<file path="config.mk">
export PLATFORM = sky130hd
export DESIGN_NAME = strobe_uart_tx
export DESIGN_NICKNAME = d
export VERILOG_FILES = /design/src/rtl/strobe_uart_tx.sv
export SDC_FILE = /design/constraint.sdc
export NUM_CORES = 1
export LEC_CHECK = 0
export ABC_AREA = 1
export CAP_MARGIN = 20
export CELL_PAD_IN_SITES_DETAIL_PLACEMENT = 1
export CELL_PAD_IN_SITES_GLOBAL_PLACEMENT = 2
export CORE_UTILIZATION = 39
export CTS_CLUSTER_DIAMETER = 150
export DETAILED_ROUTE_END_ITERATION = 16
export PLACE_DENSITY_LB_ADDON = 0.1
export REMOVE_ABC_BUFFERS = 1
export SLEW_MARGIN = 5
export SYNTH_ARGS = -nofsm -noshare
export SYNTH_HDL_FRONTEND = slang
export SYNTH_SLANG_ARGS = --single-unit
</file>
<file path="constraint.sdc">
create_clock -name clk -period 3.77 [get_ports clk]
set_clock_uncertainty 0.1 [all_clocks]
set_input_delay 0.5655 -clock clk [delete_from_list [all_inputs] [get_ports clk]]
set_output_delay 0.5655 -clock clk [all_outputs]
set_load 0.02 [all_outputs]
</file>
<file path="src/rtl/strobe_uart_tx.sv">
// -----------------------------------------------------------------------------
// strobe_uart_tx
//
// UART transmitter fed by single-cycle strobes from the strobe clock-crossing
// stage of the usb2serial path. Everything runs on posedge clk in the UART
// domain. Each strobe captures one byte into a small FIFO. A frame FSM pops
// bytes and serialises them LSB-first (8N1 by default).
//
// Configuration macro:
//   STROBE_UART_PARITY_EN  - when defined, a PARITY state is inserted after
//                            data bit 7 and drives even parity (^byte), so the
//                            frame is 8E1. When undefined, there is no parity
//                            state or logic and the frame is 8N1.
//
// Parameters:
//   CLKS_PER_BIT  clk cycles per UART bit (2..65535)
//   DEPTH_LOG2    FIFO depth is 2**DEPTH_LOG2 bytes (1..8)
//
// Ports:
//   clk           UART-domain clock
//   reset         synchronous, active-high reset
//   strobe_in     1-cycle capture pulse from the crossing stage
//   data_in       byte, valid on the strobe cycle
//   overflow_clr  clears the sticky overflow flag
//   tx            UART serial line, idle high
//   busy          high while a frame is on the line
//   fifo_count    bytes queued, not counting the byte being shifted
//   fifo_full     fifo_count == 2**DEPTH_LOG2
//   overflow      sticky; set when a strobe found no room
// -----------------------------------------------------------------------------
module strobe_uart_tx #(
  parameter int CLKS_PER_BIT = 434,
  parameter int DEPTH_LOG2   = 4
) (
  input  logic                  clk,
  input  logic                  reset,
  input  logic                  strobe_in,
  input  logic [7:0]            data_in,
  input  logic                  overflow_clr,
  output logic                  tx,
  output logic                  busy,
  output logic [DEPTH_LOG2:0]   fifo_count,
  output logic                  fifo_full,
  output logic                  overflow
);

  // ---------------------------------------------------------------------------
  // Local constants
  // ---------------------------------------------------------------------------
  localparam int DEPTH = 2 ** DEPTH_LOG2;
  localparam int PW    = DEPTH_LOG2;       // pointer width
  localparam int CW    = DEPTH_LOG2 + 1;   // count width (full != empty)

  localparam logic [15:0] TIMER_RELOAD = 16'(CLKS_PER_BIT - 1);
  localparam logic [PW-1:0] PTR_ONE    = PW'(1);
  localparam logic [CW-1:0] CNT_ONE    = CW'(1);
  localparam logic [CW-1:0] CNT_ZERO   = CW'(0);
  localparam logic [CW-1:0] CNT_DEPTH  = CW'(DEPTH);

  // ---------------------------------------------------------------------------
  // Frame FSM state encoding
  // ---------------------------------------------------------------------------
`ifdef STROBE_UART_PARITY_EN
  typedef enum logic [2:0] {
    IDLE   = 3'd0,
    START  = 3'd1,
    DATA   = 3'd2,
    STOP   = 3'd3,
    PARITY = 3'd4
  } state_e;

  // Even parity over a data byte: the parity bit makes the total count of
  // ones (data + parity) even.
  function automatic logic even_parity(input logic [7:0] b);
    return ^b;
  endfunction
`else
  typedef enum logic [2:0] {
    IDLE  = 3'd0,
    START = 3'd1,
    DATA  = 3'd2,
    STOP  = 3'd3
  } state_e;
`endif

  // ---------------------------------------------------------------------------
  // Storage and state
  // ---------------------------------------------------------------------------
  logic [7:0]    mem_q [DEPTH];
  logic [PW-1:0] wr_ptr_q, wr_ptr_d;
  logic [PW-1:0] rd_ptr_q, rd_ptr_d;
  logic [CW-1:0] count_q,  count_d;
  logic          full_q,   full_d;
  logic          ovf_q,    ovf_d;

  state_e        state_q;
  logic [15:0]   timer_q;
  logic [2:0]    idx_q;
  logic [7:0]    sh_q;
  logic          tx_q;
  logic          busy_q;
`ifdef STROBE_UART_PARITY_EN
  logic          par_q;
`endif

  logic          pop_s;
  logic          push_s;
  logic          drop_s;
  logic          timer_zero_s;
  logic [7:0]    rd_data_s;

  assign timer_zero_s = (timer_q == 16'd0);
  assign rd_data_s    = mem_q[rd_ptr_q];

  // Pop/push decisions. A frame is started (and a byte popped) either from
  // IDLE or at the very end of a stop bit, which is what gives back-to-back
  // frames without an idle gap. A push into a full FIFO is still legal when a
  // pop happens in the same cycle.
  always_comb begin
    pop_s  = 1'b0;
    push_s = 1'b0;
    drop_s = 1'b0;
    if (count_q != CNT_ZERO) begin
      if (state_q == IDLE) begin
        pop_s = 1'b1;
      end else if ((state_q == STOP) && timer_zero_s) begin
        pop_s = 1'b1;
      end else begin
        pop_s = 1'b0;
      end
    end else begin
      pop_s = 1'b0;
    end
    if (strobe_in) begin
      push_s = (!full_q) || pop_s;
      drop_s = !push_s;
    end else begin
      push_s = 1'b0;
      drop_s = 1'b0;
    end
  end

  // Next-state for FIFO pointers, occupancy and the sticky overflow flag.
  always_comb begin
    wr_ptr_d = wr_ptr_q;
    rd_ptr_d = rd_ptr_q;
    count_d  = count_q;
    ovf_d    = ovf_q;

    if (push_s) begin
      wr_ptr_d = wr_ptr_q + PTR_ONE;
    end else begin
      wr_ptr_d = wr_ptr_q;
    end

    if (pop_s) begin
      rd_ptr_d = rd_ptr_q + PTR_ONE;
    end else begin
      rd_ptr_d = rd_ptr_q;
    end

    case ({push_s, pop_s})
      2'b10:   count_d = count_q + CNT_ONE;
      2'b01:   count_d = count_q - CNT_ONE;
      default: count_d = count_q;          // none, or push+pop together
    endcase

    full_d = (count_d == CNT_DEPTH);

    // A dropped strobe wins over a clear arriving in the same cycle.
    if (drop_s) begin
      ovf_d = 1'b1;
    end else if (overflow_clr) begin
      ovf_d = 1'b0;
    end else begin
      ovf_d = ovf_q;
    end
  end

  // FIFO control registers.
  always_ff @(posedge clk) begin
    if (reset) begin
      wr_ptr_q <= '0;
      rd_ptr_q <= '0;
      count_q  <= '0;
      full_q   <= 1'b0;
      ovf_q    <= 1'b0;
    end else begin
      wr_ptr_q <= wr_ptr_d;
      rd_ptr_q <= rd_ptr_d;
      count_q  <= count_d;
      full_q   <= full_d;
      ovf_q    <= ovf_d;
    end
  end

  // FIFO data array; contents need no reset because the pointers gate them.
  always_ff @(posedge clk) begin
    if (push_s) begin
      mem_q[wr_ptr_q] <= data_in;
    end
  end

  // Frame FSM with registered line and busy outputs. The bit timer counts
  // down from CLKS_PER_BIT-1 and every bit boundary is its zero cycle.
  // In DATA, sh_q[0] always holds the bit currently on the line.
  always_ff @(posedge clk) begin
    if (reset) begin
      state_q <= IDLE;
      timer_q <= 16'd0;
      idx_q   <= 3'd0;
      sh_q    <= 8'd0;
      tx_q    <= 1'b1;
      busy_q  <= 1'b0;
`ifdef STROBE_UART_PARITY_EN
      par_q   <= 1'b0;
`endif
    end else begin
      case (state_q)
        IDLE: begin
          if (pop_s) begin
            state_q <= START;
            sh_q    <= rd_data_s;
`ifdef STROBE_UART_PARITY_EN
            par_q   <= even_parity(rd_data_s);
`endif
            tx_q    <= 1'b0;
            busy_q  <= 1'b1;
            timer_q <= TIMER_RELOAD;
          end else begin
            tx_q    <= 1'b1;
            busy_q  <= 1'b0;
          end
        end

        START: begin
          if (timer_zero_s) begin
            state_q <= DATA;
            tx_q    <= sh_q[0];
            idx_q   <= 3'd0;
            timer_q <= TIMER_RELOAD;
          end else begin
            timer_q <= timer_q - 16'd1;
          end
        end

        DATA: begin
          if (timer_zero_s) begin
            timer_q <= TIMER_RELOAD;
            if (idx_q == 3'd7) begin
`ifdef STROBE_UART_PARITY_EN
              state_q <= PARITY;
              tx_q    <= par_q;
`else
              state_q <= STOP;
              tx_q    <= 1'b1;
`endif
            end else begin
              sh_q    <= {1'b0, sh_q[7:1]};
              tx_q    <= sh_q[1];
              idx_q   <= idx_q + 3'd1;
            end
          end else begin
            timer_q <= timer_q - 16'd1;
          end
        end

`ifdef STROBE_UART_PARITY_EN
        PARITY: begin
          if (timer_zero_s) begin
            state_q <= STOP;
            tx_q    <= 1'b1;
            timer_q <= TIMER_RELOAD;
          end else begin
            timer_q <= timer_q - 16'd1;
          end
        end
`endif

        STOP: begin
          if (timer_zero_s) begin
            if (pop_s) begin
              // Next byte already waiting: start bit follows immediately.
              state_q <= START;
              sh_q    <= rd_data_s;
`ifdef STROBE_UART_PARITY_EN
              par_q   <= even_parity(rd_data_s);
`endif
              tx_q    <= 1'b0;
              busy_q  <= 1'b1;
              timer_q <= TIMER_RELOAD;
            end else begin
              state_q <= IDLE;
              tx_q    <= 1'b1;
              busy_q  <= 1'b0;
            end
          end else begin
            timer_q <= timer_q - 16'd1;
          end
        end

        default: begin
          state_q <= IDLE;
          tx_q    <= 1'b1;
          busy_q  <= 1'b0;
          timer_q <= 16'd0;
        end
      endcase
    end
  end

  // ---------------------------------------------------------------------------
  // Outputs: all straight from registers
  // ---------------------------------------------------------------------------
  assign tx         = tx_q;
  assign busy       = busy_q;
  assign fifo_count = count_q;
  assign fifo_full  = full_q;
  assign overflow   = ovf_q;

endmodule
</file>
## Yosys cells after proc, flatten, opt, wreduce, memory -nomap -nowiden

Memory sizes are Yosys's and may differ from the RTL's. A register that Yosys moved wholly into a read port is not among the register bits.
Index checks and enable logic that the tools add are counted.

| storage, ports and cells | value |
|---|---|
| bits in registers | 47 |
| bits in writable memories | 128 |
| input bits | 12 |
| output and inout bits | 9 |
| logic and storage cells | 89 |
| memories | 1 |

| operators by class | value |
|---|---|
| add/sub/neg operators | 6 |
| eq/ne operators | 13 |
| mux-type cells | 41 |
| bitwise operators | 1 |
| reductions and logical operators | 16 |

Memory list:

| memory | words | bits a word | read ports | clocked after memory_dff | write ports | RTL line | source |
|---|---|---|---|---|---|---|---|
| mem_q | 16 | 8 | 1 | 1 | 1 | 89 | `logic [7:0] mem_q [DEPTH];` |

Operators with widths:

| cell | count |
|---|---|
| $mux W16 | 3 |
| $pmux W16 S3 | 1 |
| $mux W8 | 4 |
| $mux W3 | 8 |
| $pmux W8 S3 | 1 |
| $mux W1 | 17 |
| $logic_not A16 Y1 | 1 |
| $sub A16 B1 Y16 const B | 1 |
| $ne A2 B2 Y1 const B | 6 |
| $pmux W3 S4 | 1 |
| $pmux W5 S2 | 1 |
| $add A4 B1 Y4 const B | 2 |
| $mux W4 | 2 |
| $reduce_and A4 Y1 | 2 |
| $eq A3 B2 Y1 const B | 2 |
| $pmux W3 S2 | 1 |
| $add A5 B1 Y5 const B | 1 |
| $eq A5 B5 Y1 const B | 1 |
| $reduce_and A5 Y1 | 1 |
| $reduce_bool A5 Y1 | 1 |
| $sub A5 B1 Y5 const B | 1 |
| $pmux W1 S4 | 1 |
| $reduce_bool A2 Y1 | 2 |
| $add A3 B1 Y3 const B | 1 |
| 14 further kinds | 15 |

## Depth between registers and ports, before layout

Gate-level depths: netlist of the first run.

| depth | value |
|---|---|
| depth after elaboration | 10 |
| depth in mapped cells | 20 |
| depth with buffers taken out | 20 |

## Least setup slack after synthesis of the first run

No wires, ideal clock.

| timing path | value |
|---|---|
| path kind | reg-to-reg |
| start point | reg timer_q[0] |
| end point | reg full_q, in the netlist fifo_full |
| library setup time | 0.064 ns |
| arrival | 2.731 ns |
| required time | 3.606 ns |
| setup slack | 0.875 ns |
| cell stages (with the launch flop) | 20 |
| buffers on the path | 1 |
| period minus slack after synthesis | 2.895 ns |
| cell sequence | dfxtp_1 > inv_1 > ha_1 > nand2_4 > nor2_4 > nand3_2 > nand2_4 > nand2_4 > buf_6 > inv_4 > ha_1 > xor2_1 > ha_1 > a21oi_1 > or2_2 > o21ai_0 > nand3_1 > nand2_1 > nand3_1 > nor2_1 |

| between the ends | value |
|---|---|
| cells in the longest elaborated chain, start to end | 10 |
| elaborated cells between the ends (all ways) | 11 |
| classes of those cells | 3 x eq/ne; 5 x mux; 3 x reduce/logical |

Ends and longest elaborated chain:

| element | RTL line | source |
|---|---|---|
| start: declaration | 97 | `logic [15:0] timer_q;` |
| start signal: assignment | 243 | `timer_q <= timer_q - 16'd1;` |
| start signal: assignment | 264 | `timer_q <= timer_q - 16'd1;` |
| start signal: assignment | 298 | `timer_q <= timer_q - 16'd1;` |
| $logic_not A16 Y1 (*) | 112 | `assign timer_zero_s = (timer_q == 16'd0);` |
| $logic_and A1 B1 Y1 (*) | 126 | `end else if ((state_q == STOP) && timer_zero_s) begin` |
| $mux W1 (*) | 126 |  |
| $mux W1 (*) | 124 | `if (state_q == IDLE) begin` |
| $mux W1 (*) | 123 | `if (count_q != CNT_ZERO) begin` |
| via pop_s | 106 | `logic pop_s;` |
| $logic_or A1 B1 Y1 | 135 | `push_s = (!full_q) \|\| pop_s;` |
| $mux W1 | 134 | `if (strobe_in) begin` |
| $eq A2 B1 Y1 or $eq A2 B2 Y1 (tied branches) | 162 | `case ({push_s, pop_s})` |
| $pmux W5 S2 (*) | 162 |  |
| $eq A5 B5 Y1 (*) | 168 | `full_d = (count_d == CNT_DEPTH);` |
| end signal: assignment | 192 | `full_q <= full_d;` |
| end: declaration | 93 | `logic full_q, full_d;` |

The timed path passes the listed nets; every way through them passes the cells marked *.
A chain may end at the register's enable or synchronous reset.

## Final worst setup path of the first run

| timing path | value |
|---|---|
| start point | reg timer_q[1] |
| end point | reg full_q, in the netlist fifo_full |

| between the ends | value |
|---|---|
| cells in the longest elaborated chain, start to end | 10 |
| elaborated cells between the ends (all ways) | 11 |
| classes of those cells | 3 x eq/ne; 5 x mux; 3 x reduce/logical |

Ends and longest elaborated chain:

| element | RTL line |
|---|---|
| $logic_not A16 Y1 (*) | 112 |
| $logic_and A1 B1 Y1 (*) | 126 |
| $mux W1 (*) | 126 |
| $mux W1 (*) | 124 |
| $mux W1 (*) | 123 |
| $logic_or A1 B1 Y1 | 135 |
| $mux W1 | 134 |
| $eq A2 B1 Y1 or $eq A2 B2 Y1 (tied branches) | 162 |
| $pmux W5 S2 (*) | 162 |
| $eq A5 B5 Y1 (*) | 168 |

Mark *: on every way between the ends. The rest lies on a longest branch, timed or not.

==> results of run 1 <==
[critical path, stage by stage (launching register included)]
cell and delay (ns):
sky130_fd_sc_hd__dfxtp_1 0.32, sky130_fd_sc_hd__inv_1 0.07, sky130_fd_sc_hd__ha_1 0.30, sky130_fd_sc_hd__nand2_4 0.12
sky130_fd_sc_hd__nor2_4 0.13, sky130_fd_sc_hd__nand3_2 0.11, sky130_fd_sc_hd__nand2_4 0.11, sky130_fd_sc_hd__nand2_4 0.15
sky130_fd_sc_hd__nand2_4 0.13, sky130_fd_sc_hd__nand2_4 0.09, sky130_fd_sc_hd__ha_1 0.26, sky130_fd_sc_hd__xor2_1 0.20
sky130_fd_sc_hd__ha_1 0.18, sky130_fd_sc_hd__a21oi_1 0.05, sky130_fd_sc_hd__or2_2 0.33, sky130_fd_sc_hd__o21ai_0 0.24
sky130_fd_sc_hd__nand3_1 0.12, sky130_fd_sc_hd__nand2_1 0.08, sky130_fd_sc_hd__nand3_1 0.09, sky130_fd_sc_hd__nor2_1 0.09
[logic make-up (layout without fill, tap and decap cells)]
group / Yosys count / count (layout)
adders and majority gates: 17 / 17
DFF: 178 / 178
buffers and inverters: 161 / 206
xor gates and xnor gates: 12 / 12
muxes: 1 / 1
and+or+nand+nor: 458 / 458
AOI/OAI and AO/OA: 84 / 84
[layer usage]
layer  vias up  global-route usage [%]  wire length (um)  share of wire [%]
met5         -                       0                 0                  0
met4         0                    7.11               298                1.4
met3        19                    2.62               442                2.1
met2        67                    37.6             11200                 52
met1      3037                    25.4              9510                 44
li1       3025                       -                 -                  -
[state kept, by name, indices dropped and copies added, names as in the netlist, 2 cells and up, named ones only]
register	count
sh_q	8
state_q	2
rd_ptr_q	4
mem_q	128
idx_q	3
wr_ptr_q	4
timer_q	16
fifo_count	5
[worst paths after layout]
path | slack [ns] | to | startpoint
setup reg to reg | 0.42 | fifo_full$_SDFF_PP0_ | timer_q[1]$_SDFF_PP0_
hold reg to reg | 0.37 | idx_q[1]$_SDFFE_PP0P_ | idx_q[1]$_SDFFE_PP0P_
setup / recovery | 0.42 | fifo_full$_SDFF_PP0_ | timer_q[1]$_SDFF_PP0_
hold / removal | 0.37 | idx_q[1]$_SDFFE_PP0P_ | idx_q[1]$_SDFFE_PP0P_
[report_power, final]
| part | leakage, nW | switching (mW) | internal [mW] |
|---|---|---|---|
| clock network | 0.318 | 0.776 | 1.19 |
| registers | 1.57 | 0.154 | 2.29 |
| logic | 2.07 | 1.97 | 0.901 |
[metrics by stage]
| step | utilization, % | hold slack (ns) |
|---|---|---|
| floorplan | - | 0.337 |
| global placement | 43.1 | 0.353 |
| detailed placement | 43.1 | 0.359 |
| CTS | 46.3 | 0.370 |
| global route | 46.3 | 0.397 |
| finish | 46.3 | 0.367 |
[final cells by class]
class | count | area, um2 | share of cell area, %
multi-input combinational | 572 | 2770 | 29.2
sequential | 178 | 4850 | 51.1
timing repair buffer | 43 | 373 | 3.93
inverter | 131 | 495 | 5.23
tap | 270 | 338 | 3.56
clock buffer | 17 | 425 | 4.49
clock inverter | 15 | 230 | 2.43
[layout by cell type (no fill, tap or decap), types with 4 or more instances in the layout]
cell	Yosys	final
sky130_fd_sc_hd__nand2_4	5	5
sky130_fd_sc_hd__nand3_1	102	102
sky130_fd_sc_hd__inv_1	127	127
sky130_fd_sc_hd__nor2_1	89	89
sky130_fd_sc_hd__nand2_2	7	7
sky130_fd_sc_hd__a21oi_1	33	33
sky130_fd_sc_hd__o22ai_1	4	4
sky130_fd_sc_hd__o211ai_1	4	4
sky130_fd_sc_hd__nor3_1	6	6
sky130_fd_sc_hd__bufinv_16	0	5
sky130_fd_sc_hd__clkdlybuf4s50_1	0	20
sky130_fd_sc_hd__nand4_1	4	4
sky130_fd_sc_hd__xnor2_1	4	4
sky130_fd_sc_hd__xor2_1	8	8
sky130_fd_sc_hd__edfxtp_1	128	128
sky130_fd_sc_hd__ha_1	17	17
sky130_fd_sc_hd__nand2_1	234	234
sky130_fd_sc_hd__o21ai_0	31	31
sky130_fd_sc_hd__clkbuf_16	0	17
sky130_fd_sc_hd__buf_4	1	23
sky130_fd_sc_hd__dfxtp_1	50	49
==> reports/metrics.yaml, run 1 <==
status:
  status: "finished clean"
sta:
  slew_viol_final: 0
  setup_viol_count_final: 0
  postLayoutSetupSlackWorst_ns: 0.417
  timing.final.crit_share_pct: 89.0
  fin_setup_tns_ns: 0
  report.final.hold_viol_count: 0
  setup_repair_after_global_routing_missed_its_margin: "no"
  tmin_final_ns: 3.35
  worst_slew_margin_relative_to_its_limit_pct: 50.1
  max_slew.worst_pin.slew_ns: 0.748
  max_freq_mhz: 298
synthesis:
  postSynth.asyncResetShare_pct: 0
  post-synth-top-area-cell: "sky130_fd_sc_hd__edfxtp_1"
  synth_cell_type_count: 40
  yosys-top-cells-count: "sky130_fd_sc_hd__nand2_1 (234), sky130_fd_sc_hd__edfxtp_1 (128), sky130_fd_sc_hd__inv_1 (127)"
  synth_xor_area_share_pct: 1.27
  post_syn_instances: 911
  synthesis.area_per_instance_um2: 9.06
  synth-compound-area-share_pct: 5.69
  yosysMostFrequentCell: "sky130_fd_sc_hd__nand2_1"
  yosys_register_bits: 178
  post_synth_fa_ha_maj_area_fraction_pct: 2.58
  synth_area_leaders: "sky130_fd_sc_hd__edfxtp_1 (47%), sky130_fd_sc_hd__dfxtp_1 (12%), sky130_fd_sc_hd__nand2_1 (11%)"
  ys.warnings.count: 0
  yosys.area_share.simple_pct: 23.9
  netlist.area_leader.share_pct: 46.6
  post_synthesis_sequential_area_ratio_pct: 58.7
  mappedNetlistArea_mm2: 0.00825
  synth_enable_flop_cells: 128
  synth_top_family_by_area: "simple AND/OR/NAND/NOR gates"
  ys.flop_type: "sky130_fd_sc_hd__edfxtp_1"
  synth.area.mux_share_pct: 0.121
hold_path:
  whs_path_depth: 2
  worst_hold_path_type: "reg2reg"
setup_path:
  critPathRequiredTime_ns: 4.04
  critical_path.startpoint_type: "register"
  critPathCaptureType: "register"
  worst_ep_arrival_time_ns: 3.62
  worst-setup-path-type: "reg2reg"
  rr_worst_depth: 19
  critPathMaxFanout: 13
clocking:
  cts_max_path_buffers: 2
  clock_tree_from_tritoncts: "built"
  h-tree-depth: 4
  cts_made_buffers: 17
  postCtsSetupBuffers: 0
  postCtsResizedCells: 0
  clock_latency_at_the_later_pin_of_the_worst_skew_pair_ns: 0.43
  clock-root-buffer: "sky130_fd_sc_hd__clkbuf_16"
  clock_slew_at_reported_path_ffs_ns: 0.07
  tritoncts_num_sinks: 178
  hold_buffers: 0
final_layout:
  finish.net_count: 972
  filler_cell_count: 2376
  design_area_mm2: 0.00948
  syn2layout_area_growth_pct: 14.9
  layout-drive-gt1-share_pct: 8.68
  num_antenna_cells: 0
  layoutNonFillerInstCount: 1226
flow_run:
  max_cap_viol_count: 0
place:
  gpl.final_weighted_congestion: 0.824
  port-buffer-count: 20
  pre_cts_ws_ns: 0.433
  dpl-instance-area_mm2: 0.00882
  dp.cells: 1194
  post-dp-hpwl_um: 14200
power_and_ir_drop:
  power-per-cell-area_mw_per_mm2: 768
  maximum_vdd_ir_drop_mv: 0.435
  power_leakage_nw: 3.95
  design_power_total_mw: 7.28
routing:
  ant_nets: 0
  detail_route.wirelength_um: 21400
  initialDrtViolationCount: 234
  route.vias.total: 6148
  post_drt_wl_per_cell_um: 17.5
  drc: 0
  vias_per_cell: 5.01
  detail_route.first_pass.iterations: 4
grt:
  first_global_vias: 6445
  grt_max_degree: 65
  grt_first_pass_wirelength_um: 34100
  global_route.overflow_total: 0
  gr-usage-all-layers_pct: 20.8
  grt_antenna_before_repair: 0
floorplanning:
  start_util_pct: 40.3
  floorplan_die_area_mm2: 0.0217
  die_width_um: 147
  io-pin-count: 21
  floorplan.die.height_um: 147
  core_area_mm2: 0.0205
  fp-row-count: 52
(Power assumes the default switching activity.)
==> run 2, diff against run 1 <==
--- a/config.mk
+++ b/config.mk
@@ -9,6 +9,7 @@
 export CAP_MARGIN = 20
 export CELL_PAD_IN_SITES_DETAIL_PLACEMENT = 1
 export CELL_PAD_IN_SITES_GLOBAL_PLACEMENT = 2
+export CORE_ASPECT_RATIO = 0.9
 export CORE_UTILIZATION = 39
 export CTS_CLUSTER_DIAMETER = 150
 export DETAILED_ROUTE_END_ITERATION = 16
@@ -18,3 +19,4 @@
 export SYNTH_ARGS = -nofsm -noshare
 export SYNTH_HDL_FRONTEND = slang
 export SYNTH_SLANG_ARGS = --single-unit
+export TNS_END_PERCENT = 10
==> reports/metrics.yaml, run 2 (synthesis gave the netlist of run 1 again) <==
routing:
  vias_per_cell: 4.93
  initialDrtViolationCount: 358
  detail_route.wirelength_um: 21400
  drc: 0
  post_drt_wl_per_cell_um: 17.3
  ant_nets: 0
  detail_route.first_pass.iterations: 5
  route.vias.total: 6104
floorplanning:
  die_width_um: 155
  floorplan.die.height_um: 140
  core_area_mm2: 0.0208
  fp-row-count: 50
  start_util_pct: 39.7
  io-pin-count: 21
  floorplan_die_area_mm2: 0.0217
final_layout:
  syn2layout_area_growth_pct: 14.0
  layout_common_cells: "sky130_fd_sc_hd__nand2_1 (234), sky130_fd_sc_hd__edfxtp_1 (128), sky130_fd_sc_hd__inv_1 (127), sky130_fd_sc_hd__nand3_1 (102), sky130_fd_sc_hd__nor2_1 (89)"
  layout-drive-gt1-share_pct: 8.20
  finish.net_count: 968
  filler_cell_count: 2415
  layoutNonFillerInstCount: 1237
  largest-register: "mem_q"
  number_of_flip_flops_in_the_largest_register: 128
  biggestRegsByFlops: "mem_q x128, timer_q x16, sh_q x8"
  layout_commonest_cell: "sky130_fd_sc_hd__nand2_1"
  num_antenna_cells: 0
sta:
  fin_setup_tns_ns: 0
  max_slew.worst_pin.slew_ns: 0.814
  tmin_final_ns: 3.35
  report.final.hold_viol_count: 0
  max_freq_mhz: 298
  setup_repair_after_global_routing_missed_its_margin: "no"
  slew_viol_final: 0
  worst_slew_margin_relative_to_its_limit_pct: 45.6
  timing.final.crit_share_pct: 89.0
  setup_viol_count_final: 0
grt:
  grt_first_pass_wirelength_um: 34500
  grt_max_degree: 65
  met3_usage_pct: 3.77
  global_route.overflow_total: 0
  gr-usage-all-layers_pct: 21.2
  grt_util_met1_pct: 28.8
  busiest_layer: "met2"
  grt_antenna_before_repair: 0
  first_global_vias: 6327
  use_met2_pct: 34.8
flow_run:
  max_cap_viol_count: 0
clocking:
  tritoncts_num_sinks: 178
  clock_latency_at_the_later_pin_of_the_worst_skew_pair_ns: 0.44
  hold_buffers: 0
  cts_max_path_buffers: 2
  clock_tree_from_tritoncts: "built"
  postCtsResizedCells: 0
  clock-root-buffer: "sky130_fd_sc_hd__clkbuf_16"
  postCtsSetupBuffers: 0
  clock_slew_at_reported_path_ffs_ns: 0.07
  h-tree-depth: 4
  cts_made_buffers: 17
setup_path:
  critPathCaptureType: "register"
  worst_ep_arrival_time_ns: 3.63
  critPathRequiredTime_ns: 4.05
  critPathMaxFanout: 13
  worst-setup-path-type: "reg2reg"
  critical_path.startpoint_type: "register"
hold_path:
  worst_hold_path_type: "reg2reg"
place:
  dp.cells: 1206
  post-dp-hpwl_um: 14400
  gpl.final_weighted_congestion: 0.784
  port-buffer-count: 20
status:
  status: "finished clean"
power_and_ir_drop:
  design_power_total_mw: 7.02
  maximum_vdd_ir_drop_mv: 0.291
  power_leakage_nw: 3.89
  power-per-cell-area_mw_per_mm2: 746
[run 2: cell count changes in the layout (fill, tap and decap cells not counted), sizes merged]
cell	previous run	this run
clkinvlp	1	3
inv	133	135
clkbuf	17	18
bufinv	5	1
clkinv	7	5
buf	23	19
[run 2: power breakdown]
part	switching (mW)	internal [mW]
clock	0.779	0.918
sequential	0.150	2.29
combinational	1.95	0.928
[run 2: stage by stage]
stage               hold slack, ns  utilization, %  setup slack, ns  cell area [um2]
floorplan                    0.337               -            0.881             8110
global placement             0.350            42.4            0.578             8800
detailed placement           0.360            42.6            0.430             8850
CTS                          0.371            45.3            0.413             9400
global route                 0.389            45.3           0.0695             9400
finish                       0.373            45.3            0.415             9400
[run 2: worst max-delay path, cell delays in order, from the launching register on]
cell and delay [ns]:
sky130_fd_sc_hd__dfxtp_1 0.38, sky130_fd_sc_hd__inv_1 0.06, sky130_fd_sc_hd__ha_1 0.28, sky130_fd_sc_hd__nand2_4 0.14
sky130_fd_sc_hd__nor2_4 0.05, sky130_fd_sc_hd__nand3_2 0.08, sky130_fd_sc_hd__nand2_4 0.07, sky130_fd_sc_hd__nand2_4 0.21
sky130_fd_sc_hd__nand2_4 0.10, sky130_fd_sc_hd__nand2_4 0.12, sky130_fd_sc_hd__ha_1 0.27, sky130_fd_sc_hd__xor2_1 0.23
sky130_fd_sc_hd__ha_1 0.19, sky130_fd_sc_hd__a21oi_1 0.06, sky130_fd_sc_hd__or2_2 0.33, sky130_fd_sc_hd__o21ai_0 0.23
sky130_fd_sc_hd__nand3_1 0.10, sky130_fd_sc_hd__nand2_1 0.07, sky130_fd_sc_hd__nand3_1 0.08, sky130_fd_sc_hd__nor2_1 0.10
[run 2: routing by layer]
layer  wire length [um]  share of wire, %
met5                  0                 0
met4                299               1.4
met3                369               1.7
met2              10300                48
met1              10400                49
[run 2: layout make-up]
type,instances,area (um2),area share [%]
clock inverter,13,125,1.33
clock buffer,18,429,4.57
multi-input combinational,572,2770,29.5
sequential,178,4850,51.6
timing repair buffer,39,375,3.99
inverter,131,495,5.27
tap,286,358,3.81
[run 2: final timing paths]
kind	from	endpoint	slack [ns]	cells past startpoint
worst max-delay path	timer_q[0]$_SDFF_PP0_	fifo_full$_SDFF_PP0_	0.42	19
worst min-delay path	sh_q[6]$_SDFFE_PP0P_	sh_q[6]$_SDFFE_PP0P_	0.37	2
worst max register to register	timer_q[0]$_SDFF_PP0_	fifo_full$_SDFF_PP0_	0.42	19
worst min register to register	sh_q[6]$_SDFFE_PP0P_	sh_q[6]$_SDFFE_PP0P_	0.37	2
==> run 3, diff against run 2 <==
--- a/config.mk
+++ b/config.mk
@@ -6,7 +6,7 @@
 export NUM_CORES = 1
 export LEC_CHECK = 0
 export ABC_AREA = 1
-export CAP_MARGIN = 20
+export CAP_MARGIN = 10
 export CELL_PAD_IN_SITES_DETAIL_PLACEMENT = 1
 export CELL_PAD_IN_SITES_GLOBAL_PLACEMENT = 2
 export CORE_ASPECT_RATIO = 0.9
==> reports/metrics.yaml, run 3 (synthesis gave the netlist of run 1 again) <==
clocking:
  clock_latency_at_the_later_pin_of_the_worst_skew_pair_ns: 0.44
  postCtsResizedCells: 0
  clock_slew_at_reported_path_ffs_ns: 0.07
  hold_buffers: 0
  h-tree-depth: 4
  cts_made_buffers: 17
  clock_tree_from_tritoncts: "built"
  tritoncts_num_sinks: 178
  postCtsSetupBuffers: 0
  clock-root-buffer: "sky130_fd_sc_hd__clkbuf_16"
  cts_max_path_buffers: 2
sta:
  tmin_final_ns: 3.37
  postLayoutSetupSlackWorst_ns: 0.404
  slew_viol_final: 0
  report.final.hold_viol_count: 0
  fin_setup_tns_ns: 0
  setup_viol_count_final: 0
  max_slew.worst_pin.slew_ns: 1.19
  worst_slew_margin_relative_to_its_limit_pct: 20.4
  max_freq_mhz: 297
  timing.final.crit_share_pct: 89.3
  hold-worst-slack_ns: 0.373
  setup_repair_after_global_routing_missed_its_margin: "no"
setup_path:
  cell_occurring_most_often_along_the_worst_timing_path: "sky130_fd_sc_hd__nand2_4"
  slowest_stage: "sky130_fd_sc_hd__or2_2"
  critical_path.startpoint_type: "register"
  timing.critical_path.slowest_cell_delay_ns: 0.34
  critical_path.reg2reg.startpoint: "timer_q[0]$_SDFF_PP0_"
  critPathRequiredTime_ns: 4.04
  critPathCaptureType: "register"
  rr_worst_depth: 19
  critical_path.n_buffers_inverters: 1
  critPathMaxFanout: 13
  setup.reg_to_reg.worst_slack_ns: 0.40
  rr_endpoint: "fifo_full$_SDFF_PP0_"
  critical_path.top_delay_family: "simple AND/OR/NAND/NOR gates"
  worst-setup-path-type: "reg2reg"
  worst_ep_arrival_time_ns: 3.64
  path_cells: "inv_1, ha_1, nand2_4, nor2_4, nand3_2, nand2_4, nand2_4, nand2_4, nand2_4, ha_1, xor2_1, ha_1, a21oi_1, or2_2, o21ai_0, nand3_1, nand2_1, nand3_1, nor2_1"
place:
  gpl.final_weighted_congestion: 0.784
  dpl-instance-area_mm2: 0.00880
  post-dp-hpwl_um: 14300
  port-buffer-count: 20
  pre_cts_ws_ns: 0.399
  dp.cells: 1204
power_and_ir_drop:
  maximum_vdd_ir_drop_mv: 0.313
  design_power_total_mw: 6.98
  power_leakage_nw: 3.86
  clock_power_share_pct: 24.3
  sequentialPowerShare_pct: 35.1
  power-per-cell-area_mw_per_mm2: 745
  netSwitchingPower_mw: 2.87
  proportion_of_total_power_due_to_net_switching_pct: 41.1
  p_comb_share_pct: 40.7
  internal_power_mw: 4.11
final_layout:
  post-route-util_pct: 45.1
  design_area_mm2: 0.00936
  biggestRegsByFlops: "mem_q x128, timer_q x16, sh_q x8"
  filler_cell_count: 2435
  syn2layout_area_growth_pct: 13.5
  layout-drive-gt1-share_pct: 8.00
  largest-register: "mem_q"
  finish.net_count: 966
  layoutNonFillerInstCount: 1236
  layout_commonest_cell: "sky130_fd_sc_hd__nand2_1"
  layout_common_cells: "sky130_fd_sc_hd__nand2_1 (234), sky130_fd_sc_hd__edfxtp_1 (128), sky130_fd_sc_hd__inv_1 (127), sky130_fd_sc_hd__nand3_1 (102), sky130_fd_sc_hd__nor2_1 (89)"
  number_of_flip_flops_in_the_largest_register: 128
  num_antenna_cells: 0
grt:
  grt_antenna_before_repair: 0
  global_route.overflow_total: 0
  grt_max_degree: 65
  gr-usage-all-layers_pct: 21.0
  grt_first_pass_wirelength_um: 34100
  first_global_vias: 6288
floorplanning:
  floorplan.die.height_um: 140
  die_width_um: 155
  io-pin-count: 21
  core_area_mm2: 0.0208
  floorplan_die_area_mm2: 0.0217
  start_util_pct: 39.7
  fp-row-count: 50
routing:
  met2_length_um: 10200
  drc: 0
  detail_route.wirelength_um: 21400
  route.vias.total: 6087
  ant_nets: 0
  top_signal_layer_used: "met4"
  route.layer.met1.wl_um: 10100
  post_drt_wl_per_cell_um: 17.3
  initialDrtViolationCount: 335
  met3WireLength_um: 876
  detail_route.first_pass.iterations: 4
  vias_per_cell: 4.92
hold_path:
  worst_hold_path_type: "reg2reg"
  timing.hold.worst.start: "sh_q[6]$_SDFFE_PP0P_"
  whs_path_depth: 2
  holdPathEnd: "sh_q[6]$_SDFFE_PP0P_"
status:
  status: "finished clean"
flow_run:
  max_cap_viol_count: 0
[run 3: cell count changes in the layout (fill, tap and decap cells not counted), sizes merged]
cell,change
inv,-2
clkinvlp,+2
clkinv,+1
buf,-2
[run 3: metal layers]
metal / up-vias / GRT usage, %
li1: 3011 / -
met4: 0 / 6.04
met1: 2980 / 28.6
met2: 79 / 34.8
met3: 17 / 3.31
met5: - / 0
[run 3: final cells by class]
class / count / area (um2) / area share (%)
tap: 286 / 358 / 3.82
clock inverter: 14 / 131 / 1.40
clock buffer: 18 / 429 / 4.59
timing repair buffer: 37 / 328 / 3.50
inverter: 131 / 495 / 5.29
sequential: 178 / 4850 / 51.8
multi-input combinational: 572 / 2770 / 29.6
[run 3: power by group through the flow]
stage / combinational (mW) / sequential (mW) / clock [mW]
after global placement: 2.80 / 2.47 / 0
after global routing: 3.23 / 2.47 / 1.81
final: 2.84 / 2.45 / 1.69
after CTS: 2.89 / 2.44 / 1.74
after floorplan: 1.90 / 2.57 / 0
after detailed placement: 2.88 / 2.49 / 0
[run 3: worst register-to-register path: stages (launching register included)]
cell	delay [ns]
sky130_fd_sc_hd__dfxtp_1	0.33
sky130_fd_sc_hd__inv_1	0.06
sky130_fd_sc_hd__ha_1	0.29
sky130_fd_sc_hd__nand2_4	0.12
sky130_fd_sc_hd__nor2_4	0.13
sky130_fd_sc_hd__nand3_2	0.10
sky130_fd_sc_hd__nand2_4	0.11
sky130_fd_sc_hd__nand2_4	0.16
sky130_fd_sc_hd__nand2_4	0.14
sky130_fd_sc_hd__nand2_4	0.09
sky130_fd_sc_hd__ha_1	0.27
sky130_fd_sc_hd__xor2_1	0.23
sky130_fd_sc_hd__ha_1	0.20
sky130_fd_sc_hd__a21oi_1	0.06
sky130_fd_sc_hd__or2_2	0.34
sky130_fd_sc_hd__o21ai_0	0.23
sky130_fd_sc_hd__nand3_1	0.10
sky130_fd_sc_hd__nand2_1	0.07
sky130_fd_sc_hd__nand3_1	0.09
sky130_fd_sc_hd__nor2_1	0.11
[run 3: how the worst max path moves through the flow]
stage	startpoint	end	cells past startpoint
global placement	timer_q[0]$_SDFF_PP0_	fifo_full$_SDFF_PP0_	19
detailed placement	timer_q[0]$_SDFF_PP0_	fifo_full$_SDFF_PP0_	19
floorplan	timer_q[0]$_SDFF_PP0_	fifo_full$_SDFF_PP0_	19
finish	timer_q[0]$_SDFF_PP0_	fifo_full$_SDFF_PP0_	19
CTS	timer_q[0]$_SDFF_PP0_	fifo_full$_SDFF_PP0_	19
global route	timer_q[0]$_SDFF_PP0_	fifo_full$_SDFF_PP0_	19
